===== src/rtl/blinds_func_learner.sv =====
// blinds_func_learner
//   Learns the 4-bit truth table of an external blinds unit (out = func[{a,b}]).
//   It drives {a,b} through 00,01,10,11 and holds each value for SETTLE cycles.
//   sample_in is sampled in the last cycle of each hold, and the result is
//   published on func_out together with a one-cycle done pulse.
//
// Parameters:
//   SETTLE        cycles each {a,b} combination is held (1..255)
//
// Ports:
//   clk           system clock, rising edge
//   rst_n         asynchronous active-low reset
//   start         request a learning run (accepted only in IDLE)
//   a, b          drive to the blinds unit, {a,b} = current table index
//   sample_in     blinds unit out, fed back (assumed synchronous to clk)
//   busy          high while the combinations are being driven
//   done          one-cycle pulse when func_out has been updated
//   func_out      learned table, bit i = out observed for {a,b} = i
//   expected_func reference table             (only with BLINDS_CHECK_EN)
//   mismatch      learned != expected at done (only with BLINDS_CHECK_EN)
//
// Build option: define BLINDS_CHECK_EN to add the compare ports and logic.

module blinds_func_learner #(
  parameter int unsigned SETTLE = 1
) (
  input  logic       clk,
  input  logic       rst_n,
  input  logic       start,
  output logic       a,
  output logic       b,
  input  logic       sample_in,
  output logic       busy,
  output logic       done,
  output logic [3:0] func_out
`ifdef BLINDS_CHECK_EN
  ,
  input  logic [3:0] expected_func,
  output logic       mismatch
`endif
);

  typedef enum logic [1:0] {
    S_IDLE  = 2'd0,
    S_DRIVE = 2'd1,
    S_DONE  = 2'd2
  } state_t;

  localparam logic [7:0] LAST_CNT = 8'(SETTLE - 1);

  state_t     state_q, state_d;
  logic [1:0] idx_q,   idx_d;
  logic [7:0] cnt_q,   cnt_d;
  logic [3:0] cap_q,   cap_d;
  logic [3:0] func_q,  func_d;
`ifdef BLINDS_CHECK_EN
  logic       mis_q,   mis_d;
`endif

  always_ff @(posedge clk or negedge rst_n) begin
    if (!rst_n) begin
      state_q <= S_IDLE;
      idx_q   <= '0;
      cnt_q   <= '0;
      cap_q   <= '0;
      func_q  <= '0;
`ifdef BLINDS_CHECK_EN
      mis_q   <= 1'b0;
`endif
    end else begin
      state_q <= state_d;
      idx_q   <= idx_d;
      cnt_q   <= cnt_d;
      cap_q   <= cap_d;
      func_q  <= func_d;
`ifdef BLINDS_CHECK_EN
      mis_q   <= mis_d;
`endif
    end
  end

  always_comb begin
    state_d = state_q;
    idx_d   = idx_q;
    cnt_d   = cnt_q;
    cap_d   = cap_q;
    func_d  = func_q;
`ifdef BLINDS_CHECK_EN
    mis_d   = mis_q;
`endif

    unique case (state_q)
      S_IDLE: begin
        if (start) begin
          state_d = S_DRIVE;
          idx_d   = '0;
          cnt_d   = '0;
          cap_d   = '0;
        end
      end

      S_DRIVE: begin
        cnt_d = cnt_q + 8'd1;
        if (cnt_q == LAST_CNT) begin
          cap_d[idx_q] = sample_in;
          cnt_d        = '0;
          if (idx_q != 2'd3) begin
            idx_d = idx_q + 2'd1;
          end else begin
            // idx returns to 0 here so {a,b} reads 00 in DONE and IDLE
            // without a separate output mux.
            state_d = S_DONE;
            idx_d   = '0;
            func_d  = cap_d;
`ifdef BLINDS_CHECK_EN
            mis_d   = (cap_d != expected_func);
`endif
          end
        end
      end

      S_DONE: begin
        state_d = S_IDLE;
      end

      default: begin
        state_d = S_IDLE;
      end
    endcase
  end

  assign a        = idx_q[1];
  assign b        = idx_q[0];
  assign busy     = (state_q == S_DRIVE);
  assign done     = (state_q == S_DONE);
  assign func_out = func_q;
`ifdef BLINDS_CHECK_EN
  assign mismatch = mis_q;
`endif

endmodule


===== config.mk =====
export PLATFORM = sky130hd
export DESIGN_NAME = blinds_func_learner
export DESIGN_NICKNAME = d
export VERILOG_FILES = /design/src/rtl/blinds_func_learner.sv
export SDC_FILE = /design/constraint.sdc
export NUM_CORES = 1
export LEC_CHECK = 0
export ABC_AREA = 1
export BUFFER_PORTS_ARGS = -buffer_cell sky130_fd_sc_hd__buf_2
export CORE_MARGIN = 1
export CORE_UTILIZATION = 51
export CTS_BUF_LIST = sky130_fd_sc_hd__clkbuf_16
export DETAILED_ROUTE_END_ITERATION = 8
export HOLD_SLACK_MARGIN = 0.02
export PLACE_DENSITY = 0.83
export SETUP_SLACK_MARGIN = 0.5
export SYNTH_ARGS = -nofsm -noshare
export SYNTH_HDL_FRONTEND = slang
export SYNTH_SLANG_ARGS = --single-unit

===== constraint.sdc =====
create_clock -name clk -period 1.3 [get_ports clk]
set_input_delay 0.065 -clock clk [delete_from_list [all_inputs] [get_ports clk]]
set_output_delay 0.065 -clock clk [all_outputs]
set_load 0.05 [all_outputs]

# == Word-level counts from Yosys, hierarchy flattened ==
# Index checks and enable logic that the tools add are counted.
# word_totals
output_inout_bits,8
regBits,20
word_cells,41
# op_classes
magnitude_cmp,2
bitwise_logic,1
n_reduce_logical,8
n_mux,17
n_eq_ne,6
add_sub_neg,2
# ops
cell,count
$mux W8,2
$pmux W8 S2,1
$mux W2,6
$reduce_and A3 Y1,3
$add A8 B1 Y8 const B,1
$logic_not A8 Y1,1
$mux W4,2
$pmux W2 S2,2
$pmux W4 S2,1
$ne A2 B2 Y1 const B,3
$bwmux W4,1
$lt A2 B3 Y1 const B,1
$add A2 B1 Y2 const B,1
$demux W1 S2,1
$eq A2 B1 Y1 const B,1
$eq A2 B2 Y1 const B,1
$ge A2 B1 Y1 const B,1
$logic_not A2 Y1,1
$ne A2 B1 Y1 const B,1
$reduce_and A2 Y1,1
$reduce_bool A2 Y1,1
$logic_and A1 B1 Y1,1
$mux W1,1
$not A1 Y1,1

# == Logic depth before layout (Yosys ltp) ==
# Gate-level depths: netlist of run 1.
# logic_depth
ltp_word,7
ltp_mapped,9
ltp_nobuf,9

# == Worst setup path after synthesis of run 1 ==
# No wires, ideal clock.
# synth_path
kind,flip-flop to flip-flop
start,register idx_q[0]
end,register idx_q[0]
period_less_slack_ps,1500
setup_slack_ps,-200
required_time_ps,1180
path_stages_with_launch,7
setup_time_ps,120
arrival_time_ps,1380
path_cell_list,dfrtp_1 ha_1 inv_1 nand2_1 nor2_1 nand3_1 nand2_1
# synth_between
elab_chain_cells,4
elab_cells_between_ends,5
cone_classes,add/sub: 1; eq/ne: 1; mux: 3
# synth_lines
item,line_no,text
"start, declared",52,"logic [1:0] idx_q, idx_d;"
"start signal, assigned",72,idx_q <= idx_d;
$add A2 B1 Y2 or $ne A2 B2 Y1 (tied branches),"108, 107",
$mux W2 (*),107,if (idx_q != 2'd3) begin
$mux W2 (*),104,if (cnt_q == LAST_CNT) begin
$pmux W2 S2 (*),92,unique case (state_q)
# Every way passes the cells marked *; elsewhere a longest branch is shown, timed or not. The select of a mux whose other input is x is not followed.
# A chain may end at the register's enable or synchronous reset.

# == Worst setup path after layout of run 1 ==
# layout_path
start,register cnt_q[1]
end,register cap_q[0]
# layout_between
elab_chain_cells,3
# layout_lines
item,line_no,text
"start, declared",53,"logic [7:0] cnt_q, cnt_d;"
"start signal, assigned",73,cnt_q <= cnt_d;
$logic_not A8 Y1,104,
$ne A2 B1 Y1 (no source line),-,
$reduce_and A3 Y1 (no source line),-,
"end signal, assigned",74,cap_q <= cap_d;
"end, declared",54,"logic [3:0] cap_q, cap_d;"
# Every way passes these cells.

==> flow_results.org, run 1 <==
** Die
- From left edge to right edge, the die measures 49.9 µm.
- Core area :: 2060 µm²
- In this run the vertical extent of the chip is 49.9 µm.
- Ports :: 12
- Initial core utilization :: 56.7%
- Area enclosed by the die boundary :: 2490 µm²
- Row generation in the floorplan step produced 16 rows.

** Clock tree
- Clock root cell :: clkbuf_16
- Clock-pin transition on the worst setup and hold timing paths :: 0.06 ns
- CTS built an H-tree with a depth of 1.
- CTS tree :: built
- CTS buffer count :: 3
- Buffers from clock root to sink, at most :: 2
- The clock drives 20 sinks.
- At the later pin of the worst-skew pair, clock insertion delay measures 0.26 ns.

** Final layout
- From synthesis to final layout, the design area changed by 49.8%.
- The count of cells in the finished layout, fillers not included, comes to 214.
- In the final layout, the share of cells above drive strength 1 is 45.5%.
- Area of all placed cells without fillers :: 1750 µm²
- Ant diodes :: 0
- The final layout contains 198 nets.
- Final core occ :: 85.0%

** Run status
- The final reports fail on negative setup slack.
- Result of the run :: complete, but fails checks

** Critical path
- The worst setup path is launched from a flop.
- CP arrival :: 1.53 ns
- Required time at the worst-slack endpoint :: 1.44 ns
- Maximum fanout along the worst path :: 6
- The critical path is of the flop to flop type.
- The worst setup path is captured at a flop.

** Yosys
- Area of the mapped netlist :: 1170 µm²
- The number of nets in the synthesized netlist is 158.
- In this run, synthesis produced a sequential element count of 20.
- Syn Area/Cell :: 7.90 µm²
- Synthesis produced 148 cells.
- Number of synthesis warnings :: 0
- Portion of the post-synthesis area used by sequential elements :: 42.8%
- Library cells used by synthesis :: 20

** Pwr
- Dividing total power by cell area gives a power density of 2270 nW/µm².
- IR analysis of the VDD net gives a maximum drop of 2.21 mV.
- The analysis attributes to cell leakage a power of 0.900 nW.

** Global route
- The first global-routing pass estimated 5340 µm of wire.
- Largest net degree at the start of global routing :: 21
- Vias in the first global route :: 1,151
- All-layer global routing usage :: 29.1%
- Number of antenna violations at the first check in global routing :: 0
- Global routing finished with a remaining overflow of 0.

** STA
- In this run the tightest slew margin relative to its limit is 68.7%.
- Top achievable clock speed :: 0.718 GHz
- Setup repair after global routing could not meet its margin everywhere.
- Clock skew after layout :: 0.00390 ns
- In the finished design, the share of the clock period the worst path needs comes to 107%.
- Across all setup checks in the final design, the least slack found is -0.0933 ns.
- The max-slew violation total from the final report came to 0.
- Worst slew pin tran :: 0.470 ns
- Final period demand of the worst path :: 1.39 ns
- Number of failing setup endpoints in the final timing report :: 9
- The hold violation count in the final report came to 0.

** Place
- During placement, the flow inserted port buffers numbering 11.
- The placed instances occupy a cell area of 1310 µm².
- The number of placed instances, taps included, is 187.
- Final estimated routing congestion in global placement :: 0.855
- Once detailed placement completed, the half-perimeter wirelength came to 1740 µm.

** Route
- DRC Markers :: 0
- After detailed routing, the number of vias per cell comes to 5.50.
- After detailed routing, the total wire length is 3470 µm.
- Once detail routing completed, the nets flagged for antenna violations numbered 0.
- Count of routing violations after the opening detailed-route iteration :: 49
- Number of detailed-routing iterations run before antenna repair :: 4
- Via count of the routed design :: 1,176
- In the final routed layout, each cell accounts on average for 16.2 µm.

** Worst hold path
- The path class of the tightest hold or removal check is input pin to flop.

** Run
- Max-cap violations in this run came to 0.
[sequential cells by signal (all words and copies together), names as in the netlist]
signal	flops
cap_q	4
cnt_q	8
func_out	4
idx_q	2
state_q	2
[synthesized netlist by cell type]
cell      count  area, µm²
ha_1          6       75.1
nand3_2       2       20.0
dfrtp_1      20        500
nand2_4       4       45.0
nor3_1        1       5.00
nor2_1        6       22.5
o21ai_0       8       40.0
nor2_2        2       12.5
buf_4         1       7.51
nand2_1      52        195
nor2_8        1       20.0
nand2_2       1       6.26
nand3_1      11       55.1
xor2_1        1       8.76
inv_2         7       26.3
o21ai_1       2       10.0
inv_1        14       52.6
nor2_4        2       22.5
o21bai_1      1       7.51
nand4_1       6       37.5
[metrics by stage]
| step | setup TNS, ns | total power, mW | hold slack [ns] | worst slack (ns) |
|---|---|---|---|---|
| 4_1_cts | 0 | 3.62 | 0.142 | 0.0587 |
| 2_1_floorplan | 0 | 2.10 | -0.231 | 0.0942 |
| 5_1_grt | -1.05 | 4.16 | 0.150 | -0.139 |
| 6_report | -0.436 | 3.99 | 0.133 | -0.0933 |
| 3_3_place_gp | 0 | 2.38 | 0.0339 | 0.0411 |
| 3_5_place_dp | -0.00343 | 2.42 | 0.0372 | -0.00343 |
[final cells by class]
type                       count  area [µm²]
inverter                      21        81.3
clock buffer                   3        75.1
timing repair buffer          36         344
clock inverter                 1        30.0
tap                           27        33.8
sequential                    20         505
multi-input combinational    106         683
fill                         100         309
[per-layer routing]
| metal | global-route usage [%] | wire length [µm] |
|---|---|---|
| met1 | 36.1 | 1430 |
| met2 | 49.8 | 1760 |
| met3 | 5.56 | 203 |
| met4 | 10.5 | 78 |
| met5 | 0 | 0 |
[path summary, 6_finish.rpt]
check,to,depth (start not counted),from,slack [ns]
max reg2reg,cap_q[0],9,cnt_q[1],-0.09
max in group asynchronous,idx_q[0],2,rst_n,0.66
min,state_q[0],3,start,0.13
min reg2reg,cap_q[3],2,cap_q[3],0.47
min in group asynchronous,cnt_q[5],2,rst_n,0.29
max,cap_q[0],9,cnt_q[1],-0.09
[timing repair]
item	4_1_cts	5_1_grt
pin swaps	5	3
hold buffers	1	0
hold endpoints to repair	20	0
gates cloned	0	0
gates resized for setup	33	15
buffers inserted	12	10
setup endpoints to repair	28	28
[layout by cell type (no fill, tap or decap)]
| cell | instances |
|---|---|
| buf_12 | 3 |
| buf_2 | 3 |
| buf_4 | 20 |
| buf_6 | 7 |
| buf_8 | 2 |
| bufinv_16 | 1 |
| clkbuf_16 | 3 |
| dfrtp_1 | 16 |
| dfrtp_2 | 4 |
| dlygate4sd3_1 | 1 |
| ha_1 | 3 |
| ha_4 | 3 |
| inv_1 | 6 |
| inv_2 | 14 |
| inv_4 | 1 |
| nand2_1 | 47 |
| nand2_2 | 5 |
| nand2_4 | 5 |
| nand3_1 | 9 |
| nand3_2 | 3 |
| nand3_4 | 1 |
| nand4_1 | 6 |
| nor2_1 | 3 |
| nor2_2 | 4 |
| nor2_4 | 3 |
| nor2_8 | 1 |
| nor3_4 | 1 |
| o21ai_0 | 2 |
| o21ai_1 | 7 |
| o21ai_2 | 1 |
| o21bai_1 | 1 |
| xor2_1 | 1 |
[cell families (layout without fill, tap and decap cells)]
kind of cell    count (synthesis)  count (layout)  share of synthesized area, %
simple gates                   88              88                          37.8
buf+inv                        22              61                          7.38
flops                          20              20                          42.8
compound gates                 11              11                          4.92
fa+ha+maj                       6               6                          6.42
xor+xnor                        1               1                         0.749
[where the power goes]
part           switching (mW)  internal [mW]
sequential              0.169          0.791
clock                   0.260          0.612
combinational            1.26          0.892
total                    1.69           2.29
[critical path, stage by stage, from the launching register on]
cell,delay [ns]
dfrtp_1,0.40
inv_2,0.10
ha_4,0.16
nand2_4,0.05
nor2_4,0.11
nand2_4,0.10
nand2_4,0.12
nand2_4,0.09
nand2_1,0.08
nand2_1,0.07
No activity file was read; power rests on OpenSTA's default activity.
==> run 2: changes to the inputs <==
ABC_AREA = 0   (was 1)
CORE_UTILIZATION = 50   (was 51)
==> run 2 against run 1 <==
The flow still finishes with violations (negative setup slack); fmax fell by 13%; largest cell class unchanged; cell area fell by 6.2%; critical path type unchanged; via count fell by 12%.
==> flow_results.org, run 2 <==
** Run status
- Result of the run :: complete, but fails checks
- Violated checks :: negative setup slack

** STA
- Worst Setup Slack, final :: -0.293 ns
- Clock skew after layout :: 0.00638 ns
- Worst rel slew slack :: 81.1%
- The hold violation count in the final report was 0.
- Number of failing setup endpoints in the final timing report :: 19
- Setup repair after global routing could not meet its margin everywhere.
- Hold is met by 0.0991 ns.
- Final period util :: 123%
- Top achievable clock speed :: 0.628 GHz
- At the pin with the least slew margin, the transition time is 0.282 ns.
- The max-slew violation total from the final report came to 0.
- Final period demand of the worst path :: 1.59 ns

** Critical path
- The number of cells on the worst reg-to-reg path is 8.
- The setup check on the worst reg-to-reg path leaves a slack of -0.29 ns.
- In this run the critical register-to-register path is launched from cnt_q[1].
- The signal on the critical path passes through inv_2, ha_4, nor3b_4, buf_4, a21oi_4, buf_6, a21oi_1, o21ai_1.
- Along the worst path, the maximum fanout reaches 4.
- On the critical path, the stage with the largest delay is an instance of dfrtp_1.
- Setup crit end kind :: flop
- Together, buffers and inverters on the worst path number 3.
- CP arrival :: 1.77 ns
- Slowest Stage Delay on Critical Path :: 0.36 ns
- In this run the worst setup path begins at cnt_q[1].
- By startpoint and endpoint, the worst setup path is classified as flop to flop.
- The worst setup path is launched from a flop.
- Endpoint of the worst-slack reg-to-reg timing path :: cnt_q[7]
- Required time at the worst-slack endpoint :: 1.47 ns
- Cell family contributing the most delay on the critical path :: compound AO/OA/AOI/OAI gates

** Pwr
- For this design the ratio of total power to cell area is 2270 nW/µm².
- Share of power burned in registers :: 27.6%
- Design internal power :: 2.22 mW
- Part of the total power dissipated in the clock network :: 17.5%
- Static power due to leakage :: 0.800 nW
- Switching Fraction :: 40.7%
- Combinational logic is responsible for 54.9% of the overall power.
- Reported net switching power :: 1.52 mW
- The worst-case IR drop observed on VDD is 1.61 mV.

** Clock tree
- TritonCTS created 3 clock buffers.
- After clock tree synthesis, the clock-pin slew on the worst setup and hold paths is 0.06 ns.
- No sink is reached through more buffers than the 2 on the longest clock path.
- At the later pin of the worst-skew pair, clock insertion delay measures 0.26 ns.
- For this design, the sink count on the clock tree is 19.
- In this run the clock root is driven by a clkbuf_16.
- TritonCTS built the clock tree.
- In this run the number of H-tree levels came out at 1.

** Route
- DRT Wirelength :: 3730 µm
- DRT antenna net count :: 0
- Count of routing violations after the opening detailed-route iteration :: 43
- Routed WL per cell :: 21.7 µm
- Number of detailed-routing iterations run before antenna repair :: 4
- After detailed routing, the number of remaining DRC violations is 0.
- Via density per instance :: 5.99
- Via count of the routed design :: 1,030

** Place
- Routability-driven placement finished with a final weighted congestion of 0.833.
- Count of placed standard cells including taps :: 153
- DP Wirelength :: 1760 µm
- Before CTS, the worst setup slack after placement is -0.331 ns.
- In this run the tool buffered the top-level ports with 11 buffer cells.

** Final layout
- After the last flow step, the layout net total stands at 156.
- Fraction of final layout cells with drive strength greater than 1 :: 55.2%
- Number of standard cells in the layout, taps in and fillers out :: 172
- Largest Register :: cnt_q
- Filler Cells Inserted :: 86
- The library cell used most frequently in the layout, excluding fill and tap cells, is buf_4.
- Commonest cells after routing, fill and taps aside :: buf_4, dfrtp_1, buf_6, o21ai_1, a31oi_1
- The register with the most flip-flops in the layout has 8 of them.
- The number of antenna diodes in the final layout is 0.
- Compared with the post-synthesis result, the final layout area differs by 56.8%.

** Yosys
- Synth async-reset ratio :: 100%
- EDFF count, synth :: 0
- Synthesized flop and latch total :: 19
- Counting every instance in the synthesized netlist gives 99.
- Of the synthesized area, sequential elements account for 45.3%.
- Syn nets :: 109
- Averaged over all synthesized cells, the footprint is 10.6 µm².
- In the synthesized netlist the dominant register cell turns out to be dfrtp_1.
- Yosys printed 0 warnings.
- Post-synth top area cell :: dfrtp_1
- Area of the mapped netlist :: 1050 µm²
- Library cells used by synthesis :: 31
- Most frequently used cell type in the post-synthesis netlist :: dfrtp_1
- In this run the biggest area consumer among cell types represents 45.3% of the synthesized area.
- Largest cells by area after synthesis :: dfrtp_1, ha_1, mux2_4, o21ai_0, a31oi_1
- Most frequent cells after synthesis :: dfrtp_1, o21ai_0, inv_1

** Worst hold path
- Start point of the worst hold path :: sample_in
- The worst hold path belongs to the class input pin to flop.
- The worst hold path was traced through 2 stages.
- Endpoint, Worst Hold :: func_out[3]

** Die
- The die is 47.8 µm wide.
- After floorplanning, the core was divided into 16 placement rows.
- From bottom edge to top edge, the die measures 47.8 µm.
- Core area :: 1960 µm²
- Ports :: 12
- Initial core utilization :: 53.4%
- The die covers 2280 µm².

** Global route
- The first global-routing pass estimated 5230 µm of wire.
- The number of global-route vias before repair is 1,041.
- Number of antenna violations at the first check in global routing :: 0
- All-layer global routing usage :: 35.6%
- Global routing finished with a remaining overflow of 0.
- Largest net degree at the start of global routing :: 20

** Run
- Max Cap Viol :: 0
run 2: cell count changes in the layout (fill, tap and decap cells not counted), moves of 5 or more:
cell     before  now
a31oi_1       0    6
nand2_4       5    0
inv_2        14    3
nand3_1       9    4
nand2_1      47    4
nand4_1       6    1
buf_4        20   27
run 2: worst max path at each step:
stage | to | slack (ns) | depth (start not counted)
after floorplan | func_out[0] | -0.30 | 7
after global placement | func_out[1] | -0.28 | 4
after detailed placement | func_out[2] | -0.33 | 6
after CTS | func_out[2] | -0.25 | 6
after global routing | func_out[0] | -0.36 | 6
final | cnt_q[7] | -0.29 | 8
run 2: power by group through the flow:
stage          Clock, mW  Combinational [mW]  Sequential (mW)
6_report           0.654                2.05             1.03
5_1_grt            0.684                2.15             1.04
4_1_cts            0.643                1.85             1.01
3_5_place_dp           0                1.41             1.01
3_3_place_gp           0                1.33            0.993
2_1_floorplan          0               0.661             1.22
run 2: worst reg2reg max path, stage by stage (launching register included):
cell and delay [ns]:
dfrtp_1 0.36, inv_2 0.06, ha_4 0.15, nor3b_4 0.15
buf_4 0.15, a21oi_4 0.28, buf_6 0.16, a21oi_1 0.07
o21ai_1 0.14
run 2: per-stage QoR:
| stage | setup TNS (ns) | util (%) | instance area, µm² | total power [mW] |
|---|---|---|---|---|
| 6_report | -4.04 | 83.8 | 1640 | 3.74 |
| 5_1_grt | -5.11 | 83.8 | 1640 | 3.88 |
| 4_1_cts | -2.93 | 81.8 | 1600 | 3.50 |
| 3_5_place_dp | -3.95 | 65.6 | 1290 | 2.42 |
| 3_3_place_gp | -3.05 | 65.6 | 1290 | 2.33 |
| 2_1_floorplan | -2.89 | - | 1090 | 1.88 |
run 2: final cells by class:
type,count,area [µm²],area share [%]
Tap cell,27,33.8,2.05
Inverter,8,37.5,2.28
Multi-Input combinational cell,69,616,37.4
Clock inverter,1,5.00,0.304
Clock buffer,3,75.1,4.57
Sequential cell,19,479,29.1
Timing Repair inverter,1,6.26,0.381
Timing Repair Buffer,44,392,23.8
run 2: cell families (layout without fill, tap and decap cells):
logic type | after synthesis | count (layout) | synth area share [%]
compound gates | 29 | 29 | 16.7
xor+xnor | 1 | 1 | 0.835
fa+ha+maj | 6 | 6 | 7.16
buf+inv | 11 | 57 | 4.65
flops | 19 | 19 | 45.3
mux | 7 | 7 | 8.95
simple gates | 26 | 26 | 16.3
run 2: per-layer routing:
layer,GRT usage (%),part of all wire (%),vias to the layer above
li1,-,-,445
met1,42.1,39,491
met2,60.5,50,80
met3,7.92,7.5,14
met4,17.8,3.2,0
met5,0,0,-
run 2: what timing repair did:
item / 4_1_cts / 5_1_grt
gates resized for setup: 50 / 4
pin swaps: 8 / 3
cloned: 0 / 1
hold buffers: 1 / 0
setup buffers: 10 / 3
endpoints found under the hold margin: 19 / 0
setup endpoints to repair: 27 / 30
==> run 3: changes to the inputs <==
ABC_AREA = 1   (was 0)
CORE_UTILIZATION = 51   (was 50)
SETUP_SLACK_MARGIN = 0.3   (was 0.5)
==> run 3 against run 2 <==
The flow still finishes with violations (negative setup slack); core utilization shrank 6.3 points; global-route usage shrank 10 points; hold slack gained 0.039 ns; register-to-register slack gained 0.26 ns; cell count grew 19%; setup slack gained 0.26 ns; sequential power shrank 8%; flip-flop and latch count grew 1; count of clock-buffer cells in the layout is the same; fmax grew 19%; cell area shrank 2.7%; critical path type unchanged; largest cell class unchanged; largest power group unchanged.
==> flow_results.org, run 3 (synthesis results as in run 1) <==
** Critical path
- Data on the critical path arrives at its endpoint at 1.48 ns.
- STA classifies the critical path startpoint as a flop.
- Data on the critical path is required at its endpoint by 1.45 ns.
- The setup path with the least slack is of type flop to flop.
- Setup crit end kind :: flop
- In this run the critical register-to-register path is captured at cap_q[3].
- Of all nets on the critical path, the largest fanout is 6.
- In this run the critical register-to-register path is launched from cnt_q[2].
- Register-to-Register Path Depth :: 8
- The worst register-to-register path has a setup slack of -0.03 ns.

** Die
- The die covers 2490 µm².
- Initial core utilization :: 56.7%
- FP Rows :: 16
- Core area :: 2060 µm²
- The die is 49.9 µm wide.
- For this design the top-level I/O count stands at 12.
- The floorplan step set the die height to 49.9 µm.

** Final layout
- The repair_antennas step left the layout with diodes totalling 0.
- Fill cells in the final layout number 135.
- At the end of the flow, the number of nets in the layout was 189.
- From synthesis to final layout, the design area changed by 36.7%.
- Commonest cells after routing, fill and taps aside :: nand2_1, dfrtp_1, buf_4, inv_2, nand3_1
- The library cell used most frequently in the layout, excluding fill and tap cells, is nand2_1.
- The count of cells in the finished layout, fillers not included, comes to 205.
- Fraction of final layout cells with drive strength greater than 1 :: 41.0%
- Ranked by flip-flop count, first place goes to cnt_q.
- The register with the most flip-flops in the layout has 8 of them.

** Worst hold path
- In this run the worst hold path is classified as input pin to flop.
- Start point of the worst hold path :: start
- Endpoint, Worst Hold :: state_q[0]
- Worst Hold Depth :: 3

** Place
- Buffers placed on the I/O ports in this run total 11.
- Worst Setup Slack post-DPL :: -0.000861 ns
- The congestion estimate from routability-driven global placement came to 0.863.
- After legalization and detailed placement, the total HPWL measured 1720 µm.
- Including well taps, the total number of placed cells is 187.

** Clock tree
- Buffers inserted during clock tree synthesis total 3.
- In this run the clock root is driven by a clkbuf_16.
- Clk_lat worst skew :: 0.25 ns
- CTS sink cnt :: 20
- In this run the deepest clock path goes through 2 buffers.
- CTS tree :: built
- Clock-pin transition on the worst setup and hold timing paths :: 0.06 ns
- CTS H-Tree Depth :: 1

** Route
- DRT antenna net count :: 0
- The first detailed-routing pass took 4 iterations.
- DRC Markers :: 0
- Dividing the detail-routed wire length by the instance count gives 14.5 µm.
- The final layout contains routed wiring with a total length of 2970 µm.
- Via density per instance :: 5.40
- Via count of the routed design :: 1,107
- Count of routing violations after the opening detailed-route iteration :: 44

** Pwr
- Design internal power :: 1.79 mW
- Maximum ir drop on the vdd rail :: 2.00 mV
- In this run the power density over the cells is 2070 nW/µm².
- Overall power consumption after layout is estimated at 3.32 mW.
- Combinational logic burns 52.1% of the power.
- Reported net switching power :: 1.53 mW
- Static power due to leakage :: 0.833 nW
- Part of the total power dissipated in the clock network :: 19.3%
- In this run, flip-flops and latches consume 28.6% of the power.
- Of the total power, the share spent switching nets is 46.0%.

** Global route
- Vias in the first global route :: 1,047
- All-layer global routing usage :: 25.4%
- Global-route wire length before repair :: 4750 µm
- Number of antenna violations at the first check in global routing :: 0
- Entering global routing, the biggest net connects 21 pins.
- The total overflow left after global routing is 0.

** STA
- Number of failing setup endpoints in the final timing report :: 9
- Final period util :: 103%
- Setup repair after global routing could not meet its margin everywhere.
- Final Hold Viols :: 0
- Top achievable clock speed :: 0.749 GHz
- Final period demand of the worst path :: 1.33 ns
- Across the routed clock network, the largest skew measured is 0.00318 ns.
- In the post-route analysis, the smallest setup slack over all paths is -0.0344 ns.
- The max-slew violation total from the final report came to 0.
- Worst rel slew slack :: 68.8%
- Worst slew pin tran :: 0.468 ns
- Adding up every negative setup slack in the final design gives -0.134 ns.

** Run status
- The run finished, with violations left.
- Violated checks :: negative setup slack

** Run
- Max-cap violations in this run came to 0.
run 3: worst max-delay path, stage by stage (launching register included):
cell     delay (ns)
dfrtp_1        0.45
inv_2          0.13
nand2_1        0.10
nor2_4         0.14
nand2_4        0.09
nand2_4        0.10
nand2_4        0.08
nand2_1        0.09
nand2_1        0.05
run 3: timing repair:
item | 4_1_cts | 5_1_grt
endpoints found under the setup margin | 24 | 23
buffers inserted | 9 | 4
gates resized for setup | 22 | 11
endpoints found under the hold margin | 20 | 0
hold buffers | 1 | 0
pin swaps | 4 | 9
run 3: per-stage QoR:
| step | area, µm² | hold slack (ns) | utilization, % |
|---|---|---|---|
| floorplan | 1210 | -0.231 | - |
| global placement | 1310 | 0.0332 | 63.3 |
| detailed placement | 1310 | 0.0416 | 63.3 |
| CTS | 1540 | 0.136 | 74.8 |
| global route | 1600 | 0.166 | 77.5 |
| finish | 1600 | 0.139 | 77.5 |
run 3: final cells by class:
type                    instances  area, µm²  share of cell area (%)
clock inverters                 1       3.75                   0.235
well taps                      27       33.8                    2.11
repair buffers                 27        219                    13.7
clock buffers                   3       75.1                    4.69
inverters                      21       81.3                    5.09
multi-input cells             106        682                    42.6
flip-flops and latches         20        504                    31.5
run 3: routing by layer:
layer	up-vias	part of all wire [%]	wire length [µm]	global-route usage, %
li1	532	-	-	-
met1	535	40	1180	28.5
met2	36	54	1600	47.7
met3	4	5.5	162	6.17
met4	0	0.57	17	5.24
met5	-	0	0	0
run 3: how the worst max path moves through the flow:
stage,to,start,cells past startpoint,slack [ns]
after CTS,cap_q[1],cnt_q[1],9,0.07
after floorplan,func_out[0],cnt_q[0],7,0.09
final,cap_q[3],cnt_q[2],8,-0.03
after global routing,cap_q[3],cnt_q[2],8,-0.09
after global placement,cap_q[3],cnt_q[0],9,0.04
after detailed placement,cap_q[1],cnt_q[0],9,-0.0009
run 3: power groups by stage:
stage          Sequential (mW)  Combinational, mW  Clock, mW
3_3_place_gp             0.934               1.44          0
6_report                 0.947               1.73      0.641
2_1_floorplan             1.21              0.885          0
4_1_cts                  0.930               1.62      0.647
3_5_place_dp             0.944               1.47          0
5_1_grt                  0.966               1.86      0.665
